--- src/rtl/counter_sequencer.sv ---
// Run/pause/clear sequencer for the hex-display counter chain: prescaled Enable
// pulses, synchronous clear requests, and a one-shot or wrapping terminal count.
module counter_sequencer #(
    parameter int WIDTH = 4,
    parameter int DIV   = 4
) (
    input  logic             Clock,
    input  logic             Resetn,
    input  logic             Start,
    input  logic             Stop,
    input  logic             Clear,
    input  logic             Wrap,
    input  logic [WIDTH-1:0] Limit,
    input  logic [WIDTH-1:0] Count,
    output logic             Enable,
    output logic             ClearCnt,
    output logic             Running,
    output logic             Done,
    output logic [1:0]       State
);
    localparam int DW = (DIV > 2) ? $clog2(DIV) : 1;
    localparam logic [DW-1:0] DIV_LAST = DW'(DIV - 1);

    typedef enum logic [1:0] {
        S_IDLE  = 2'b00,
        S_RUN   = 2'b01,
        S_PAUSE = 2'b10,
        S_DONE  = 2'b11
    } state_e;

    state_e        state_q, state_d;
    logic [DW-1:0] div_q, div_d;
    logic          start_prev_q, stop_prev_q, clear_prev_q;
    logic          enable_q, enable_d;
    logic          clearcnt_q, clearcnt_d;
    logic          clear_edge, stop_raw, stop_edge, start_edge;
    logic          tick, at_limit;

    // Only the highest-priority edge of a cycle is allowed to act.
    assign clear_edge = Clear & ~clear_prev_q;
    assign stop_raw   = Stop & ~stop_prev_q;
    assign stop_edge  = stop_raw & ~clear_edge;
    assign start_edge = Start & ~start_prev_q & ~clear_edge & ~stop_raw;

    assign tick     = (state_q == S_RUN) && (div_q == DIV_LAST) && !stop_edge && !clear_edge;
    assign at_limit = (Count >= Limit);

    always_comb begin
        state_d    = state_q;
        div_d      = div_q;
        enable_d   = 1'b0;
        clearcnt_d = 1'b0;
        if (clear_edge) begin
            state_d    = S_IDLE;
            div_d      = '0;
            clearcnt_d = 1'b1;
        end else begin
            case (state_q)
                S_IDLE: begin
                    if (start_edge) begin
                        state_d = S_RUN;
                        div_d   = '0;
                    end
                end
                S_RUN: begin
                    if (stop_edge) begin
                        state_d = S_PAUSE;
                    end else if (tick) begin
                        div_d = '0;
                        if (!at_limit) begin
                            enable_d = 1'b1;
                        end else if (Wrap) begin
                            clearcnt_d = 1'b1;
                        end else begin
                            state_d = S_DONE;
                        end
                    end else begin
                        div_d = div_q + DW'(1);
                    end
                end
                S_PAUSE: begin
                    // Resume keeps the prescaler phase.
                    if (start_edge) begin
                        state_d = S_RUN;
                    end
                end
                S_DONE: begin
                    state_d = S_DONE;
                end
                default: begin
                    state_d = S_IDLE;
                end
            endcase
        end
    end

    always_ff @(posedge Clock or negedge Resetn) begin
        if (!Resetn) begin
            state_q      <= S_IDLE;
            div_q        <= '0;
            start_prev_q <= 1'b0;
            stop_prev_q  <= 1'b0;
            clear_prev_q <= 1'b0;
            enable_q     <= 1'b0;
            clearcnt_q   <= 1'b0;
        end else begin
            state_q      <= state_d;
            div_q        <= div_d;
            start_prev_q <= Start;
            stop_prev_q  <= Stop;
            clear_prev_q <= Clear;
            enable_q     <= enable_d & ~clearcnt_d;
            clearcnt_q   <= clearcnt_d;
        end
    end

    assign Enable   = enable_q;
    assign ClearCnt = clearcnt_q;
    assign Running  = (state_q == S_RUN);
    assign Done     = (state_q == S_DONE);
    assign State    = state_q;

endmodule

--- config.mk ---
export PLATFORM = sky130hd
export DESIGN_NAME = counter_sequencer
export DESIGN_NICKNAME = d
export VERILOG_FILES = /design/src/rtl/counter_sequencer.sv
export SDC_FILE = /design/constraint.sdc
export NUM_CORES = 1
export LEC_CHECK = 0
export ABC_AREA = 1
export CAP_MARGIN = 20
export CORE_MARGIN = 10
export CORE_UTILIZATION = 39
export CTS_CLUSTER_DIAMETER = 100
export DETAILED_ROUTE_END_ITERATION = 10
export PLACE_DENSITY = 0.8
export SLEW_MARGIN = 20
export SYNTH_ARGS = -nofsm -noshare
export SYNTH_HDL_FRONTEND = slang
export SYNTH_SLANG_ARGS = --single-unit
export TNS_END_PERCENT = 5
--- constraint.sdc ---
create_clock -name Clock -period 1.27 [get_ports Clock]
set_clock_uncertainty 0.2 [all_clocks]
set_input_delay 0.3175 -clock Clock [delete_from_list [all_inputs] [get_ports Clock]]
set_output_delay 0.3175 -clock Clock [all_outputs]
set_load 0.01 [all_outputs]
Word level (Yosys, flattened, before mapping)
Index checks and enable logic that the tools add are counted.
{"block": "classes", "add_sub_neg": 1, "n_eq_ne": 10, "n_reduce_logical": 10, "mux": 23, "bitwise_logic": 13, "order_cmp": 1}
{"op": "$mux 2", "count": 10}
{"op": "$mux 1", "count": 11}
{"op": "$ne 4x1->1 const B", "count": 2}
{"op": "$and 1x1->1", "count": 7}
{"op": "$eq 2x2->1 const B", "count": 3}
{"op": "$ne 3x3->1 const B", "count": 2}
{"op": "$not 1->1", "count": 6}
{"op": "$pmux 2 s3", "count": 1}
{"op": "$ge 4x4->1", "count": 1}
{"op": "$ne 4x2->1 const B", "count": 1}
{"op": "$pmux 2 s2", "count": 1}
{"op": "$reduce_and 4->1", "count": 1}
{"op": "$logic_and 1x1->1", "count": 3}
{"op": "$ne 3x1->1 const B", "count": 1}
{"op": "$reduce_and 3->1", "count": 1}
{"op": "$reduce_bool 3->1", "count": 1}
{"op": "$add 2x1->2 const B", "count": 1}
{"op": "$eq 2x1->1 const B", "count": 1}
{"op": "$logic_not 1->1", "count": 2}
{"op": "$logic_not 2->1", "count": 1}
{"op": "$reduce_or 2->1", "count": 1}
{"block": "word_totals", "ff_bits": 9, "input_bits": 14}

Logic depth before layout (Yosys ltp)
{"block": "depth", "ltp_word": 13, "depth_mapped": 11, "ltp_nobuf": 11}

Least setup slack after synthesis
OpenSTA, ideal clock, no wires.
{"block": "synth_timing", "kind": "input -> register", "start": "in Limit[3]", "end": "reg state_q[1] (netlist: State[1])", "setup_ns": 0.118, "path_buffers": 0, "stages": 8, "t_arrival_ns": 1.117, "setup_slack_ns": -0.165, "required_ns": 0.952, "path_cell_list": "inv_1 ha_1 a21oi_1 nand3_2 nand2_1 nand2_1 nand3_1 nand2_1"}
{"block": "synth_between", "elab_chain_len": 3}
{"item": "from (decl)", "line": "13", "text": "input logic [WIDTH-1:0] Limit,"}
{"item": "$ge 4x4->1", "line": "46", "text": "assign at_limit = (Count >= Limit);"}
{"item": "$ne 4x1->1 (no line)"}
{"item": "$reduce_and 4->1 (no line)"}
{"item": "to (signal assigned)", "line": "107", "text": "state_q <= state_d;"}
{"item": "to (decl)", "line": "31", "text": "state_e state_q, state_d;"}
Every way passes these cells.
A chain may end at the register's enable or synchronous reset.

Final worst setup path
{"block": "layout_timing", "start": "reg state_q[1] (netlist: State[1])", "end": "out Running"}
{"block": "layout_between", "elab_chain_len": 1}
{"item": "$eq 2x1->1", "line": "119", "text": "assign Running = (state_q == S_RUN);"}
{"item": "to (decl)", "line": "17", "text": "output logic Running,"}
Every way passes these cells.

==> reports/qor_table.md <==
| Group | Metric | This run |
| --- | --- | --- |
| status | Result of the run | finished with violations |
| drt | Via-per-instance ratio | 4.79 |
| setup path | Data required time of the critical path | 0.75 ns |
| drt | Final ANT Viol Nets | 0 |
| job | Max Cap Viol | 0 |
| synthesis | Mapped Nets | 94 |
| floorplanning | Count of boundary I/O pins | 20 |
| global route | Grt ovf | 0 |
| timing | Worst Setup Slack, final | -0.266 ns |
| drt | Total length of routed wires | 1.51 mm |
| timing | Number of hold-slack violations in the final timing report | 0 |
| pwr | Part of the power in combinational logic | 48.2% |
| global route | Initial antenna violation count | 0 |
| timing | Setup repair after global routing missed its margin | yes |
| cts | H-Tree Level Count | 1 |
| synthesis | Number of synthesized register bits | 9 |
| placed design | Total of buffers placed on input and output ports | 19 |
| setup path | Slack of the worst reg-to-reg path | -0.25 ns |
| status | Violated checks | negative setup slack |
| timing | Pin slew with the least headroom to its limit | 0.212 ns |
| global route | Vias in the first global route | 641 |
| drt | Residual DRC | 0 |
| floorplanning | Cell Rows | 14 |
| synthesis | Simple-gate share of the synthesized area | 32.4% |
| synthesis | Warnings from Yosys | 0 |
| layout | # diodes | 0 |
| timing | Post-route fraction of the period consumed by the critical path | 121% |
| layout | Most common cell after layout, fill and taps aside | sky130_fd_sc_hd__inv_1 |
| timing | Number of slew-limit violations in the final report | 0 |
| drt | Via total after detailed routing | 584 |
| synthesis | Mapped Area | 606 µm² |
| pwr | Leakage Power | 0.000520 µW |
| cts | Clock latency reported for the late side of the worst-skew pair | 0.25 ns |
| synthesis | Average cell area after synthesis | 8.07 µm² |
| synthesis | Number of standard cells after synthesis | 75 |
| min path | Worst hold path startpoint | Clear |
| synthesis | Share of the yosys chip area belonging to registers | 37.2% |
| synthesis | Compound-cell area share of the yosys netlist | 8.26% |
| setup path | Critical path peak fanout | 2 |
| layout | Post-synthesis to final-layout area growth | 59.5% |
| setup path | Startpoint of the lowest-slack register-to-register path | State[1] |
| floorplanning | Initial core utilization | 40.7% |
| global route | Maximum number of pins on one net before global-route repair | 10 |
| synthesis | Xor-xnor portion of the synthesized cell area | 0% |
| pwr | Share of power burned in the clock network | 19.0% |
| synthesis | Adder-cell share of the synthesized area | 10.3% |
| timing | Setup violators final | 10 |
| cts | Clock root buffer | sky130_fd_sc_hd__clkbuf_4 |
| layout | Utilization after layout | 64.9% |
| pwr | Ratio of total power to cell area | 1170 nW/µm² |
| drt | Per-cell routed wire length | 12.4 µm |
| layout | Filler Cells Inserted | 131 |
| synthesis | Dominant combinational cell family by area after synthesis | simple AND/OR/NAND/NOR gates |
| setup path | Type of the worst setup path | reg -> out |
| floorplanning | Std-Cell Core Area | 1490 µm² |
| min path | HP Class | in -> reg |
| cts | Total clock buffers created by CTS | 3 |
| drt | DR pass1 iterations | 4 |
| global route | GRT Util Overall | 9.33% |
| layout | Commonest cells after routing, fill and taps aside | sky130_fd_sc_hd__inv_1 (12), sky130_fd_sc_hd__nand2_1 (10), sky130_fd_sc_hd__dfrtp_1 (8), sky130_fd_sc_hd__inv_2 (7), sky130_fd_sc_hd__dlygate4sd2_1 (7) |
| pwr | Internal power | 724 µW |
| timing | Fmax achieved | 651 MHz |
| setup path | Number of cells on the worst reg-to-reg path | 8 |
| pwr | Switching component of the power | 406 µW |
| min path | Hold depth | 1 |
| cts | Clk sink count | 9 |
| pwr | Maximum resistive drop on vdd | 0.505 mV |
| setup path | Element type at the critical path end | output port |
| pwr | Switching Fraction | 36.0% |
| layout | Fin nets | 126 |
| setup path | Worst Path Arrival | 1.02 ns |
| cts | TritonCTS clock tree | built |
| placed design | Post-DP HPWL | 1.25 mm |
| timing | Slew headroom | 85.8% |
| min path | Endpoint, Worst Hold | clear_prev_q |
| floorplanning | Vertical die dimension | 59.4 µm |
| layout | Fraction of final layout cells with drive strength greater than 1 | 44.3% |
| global route | Global-route wire length before repair | 2.65 mm |
| cts | Post-CTS clock slew at the launch and capture registers of the worst setup and hold paths | 0.06 ns |
| setup path | Terminus of the critical flop-to-flop path | div_q[1] |
| setup path | Type of origin of the critical path | flip-flop |
| drt | Initial detailed-routing violation count | 2 |
| placed design | Routability cong. | 0.728 |
| floorplanning | Die Area | 3530 µm² |
| cts | CTS max path bufs | 2 |
| placed design | # placed instances | 116 |
| pwr | Total power | 1130 µW |
| synthesis | Yosys cell types | 20 |
| timing | Minimum clock period after layout | 1.54 ns |
| pwr | Part of the total power dissipated in sequential elements | 32.9% |
| floorplanning | Die W | 59.4 µm |
| layout | Filler-free cell count of the finished design | 122 |
| synthesis | Proportion of synthesized area in mux cells | 0% |
==> worst max-delay path by stage <==
| stage | from | end | slack (ns) | depth (start not counted) |
|---|---|---|---|---|
| after global placement | Limit[2] | State[1] | -0.61 | 11 |
| after global routing | State[1] | div_q[1] | -0.31 | 8 |
| final | State[1] | Running | -0.27 | 3 |
| after floorplan | State[0] | div_q[1] | -0.08 | 7 |
| after detailed placement | Limit[2] | State[1] | -0.68 | 11 |
| after CTS | Limit[0] | State[1] | -0.27 | 11 |
==> Yosys cell counts <==
cell                       count  area share [%]
sky130_fd_sc_hd__nand2_1      12             7.4
sky130_fd_sc_hd__a21oi_1       2             1.7
sky130_fd_sc_hd__nor3_1        2             1.7
sky130_fd_sc_hd__ha_1          5              10
sky130_fd_sc_hd__nand2_2       1             1.0
sky130_fd_sc_hd__dfrtp_1       9              37
sky130_fd_sc_hd__nor2_2        2             2.1
sky130_fd_sc_hd__inv_2         4             2.5
sky130_fd_sc_hd__nand3b_2      1             1.9
sky130_fd_sc_hd__nand2_4       3             5.6
sky130_fd_sc_hd__o21ai_0       2             1.7
sky130_fd_sc_hd__nor2_1        5             3.1
sky130_fd_sc_hd__o21ai_2       2             2.9
sky130_fd_sc_hd__nand4_1       1             1.0
sky130_fd_sc_hd__a211oi_1      1             1.2
sky130_fd_sc_hd__nand3_1       4             3.3
sky130_fd_sc_hd__nand3_2       1             1.7
sky130_fd_sc_hd__inv_1        15             9.3
sky130_fd_sc_hd__nor2_4        2             3.7
sky130_fd_sc_hd__o21ai_1       1            0.83
==> repair_timing <==
| item | CTS | global route |
|---|---|---|
| hold buffers | 0 | 0 |
| pin swaps | 6 | 7 |
| endpoints found under the setup margin | 12 | 12 |
| buffers inserted | 1 | 1 |
| gates resized for setup | 38 | 11 |
==> logic make-up after synthesis <==
group           count (synthesis)
fa+ha+maj                       5
buf+inv                        19
simple gates                   34
flops                           9
compound gates                  8
==> flip-flops by register name, indices dropped and copies added, names as in the netlist <==
signal,cells
State,2
ClearCnt,1
clear_prev_q,1
start_prev_q,1
stop_prev_q,1
Enable,1
div_q,2
==> routing by layer <==
metal | vias to the layer above | global-route usage (%) | wire length (µm)
met3 | 2 | 3.00 | 115
met4 | 0 | 2.95 | 11
met2 | 16 | 16.6 | 783
met1 | 273 | 10.0 | 603
li1 | 293 | - | -
met5 | - | 0 | 0
==> per-stage QoR <==
stage | instance area, µm² | setup WS (ns) | hold slack, ns | setup TNS [ns]
floorplan | 634 | -0.0830 | -0.178 | -0.191
global placement | 890 | -0.607 | 0.301 | -4.04
detailed placement | 890 | -0.676 | 0.315 | -4.46
CTS | 916 | -0.270 | 0.139 | -1.75
global route | 966 | -0.307 | 0.0472 | -2.30
finish | 966 | -0.266 | 0.0476 | -1.81
==> worst max-delay path, stage by stage, from the launching register on <==
cell                      delay, ns
sky130_fd_sc_hd__dfrtp_2       0.42
sky130_fd_sc_hd__buf_6         0.13
sky130_fd_sc_hd__nor2_4        0.10
sky130_fd_sc_hd__buf_6         0.11
==> cell type report <==
cell class              count  area (µm²)  share of cell area (%)
multi-input cells          47         392                    40.5
repair buffers             27         230                    23.8
flip-flops and latches      9         226                    23.4
inverters                  19        71.3                    7.38
clock buffers               4        26.3                    2.72
well taps                  16        20.0                    2.07
==> power groups by stage <==
stage,combinational (µW),sequential (µW),clock (µW)
floorplan,255,383,0
global placement,456,380,0
detailed placement,478,379,0
global route,597,375,241
finish,544,371,215
CTS,489,373,220
Power figures use the tool's default switching activity.
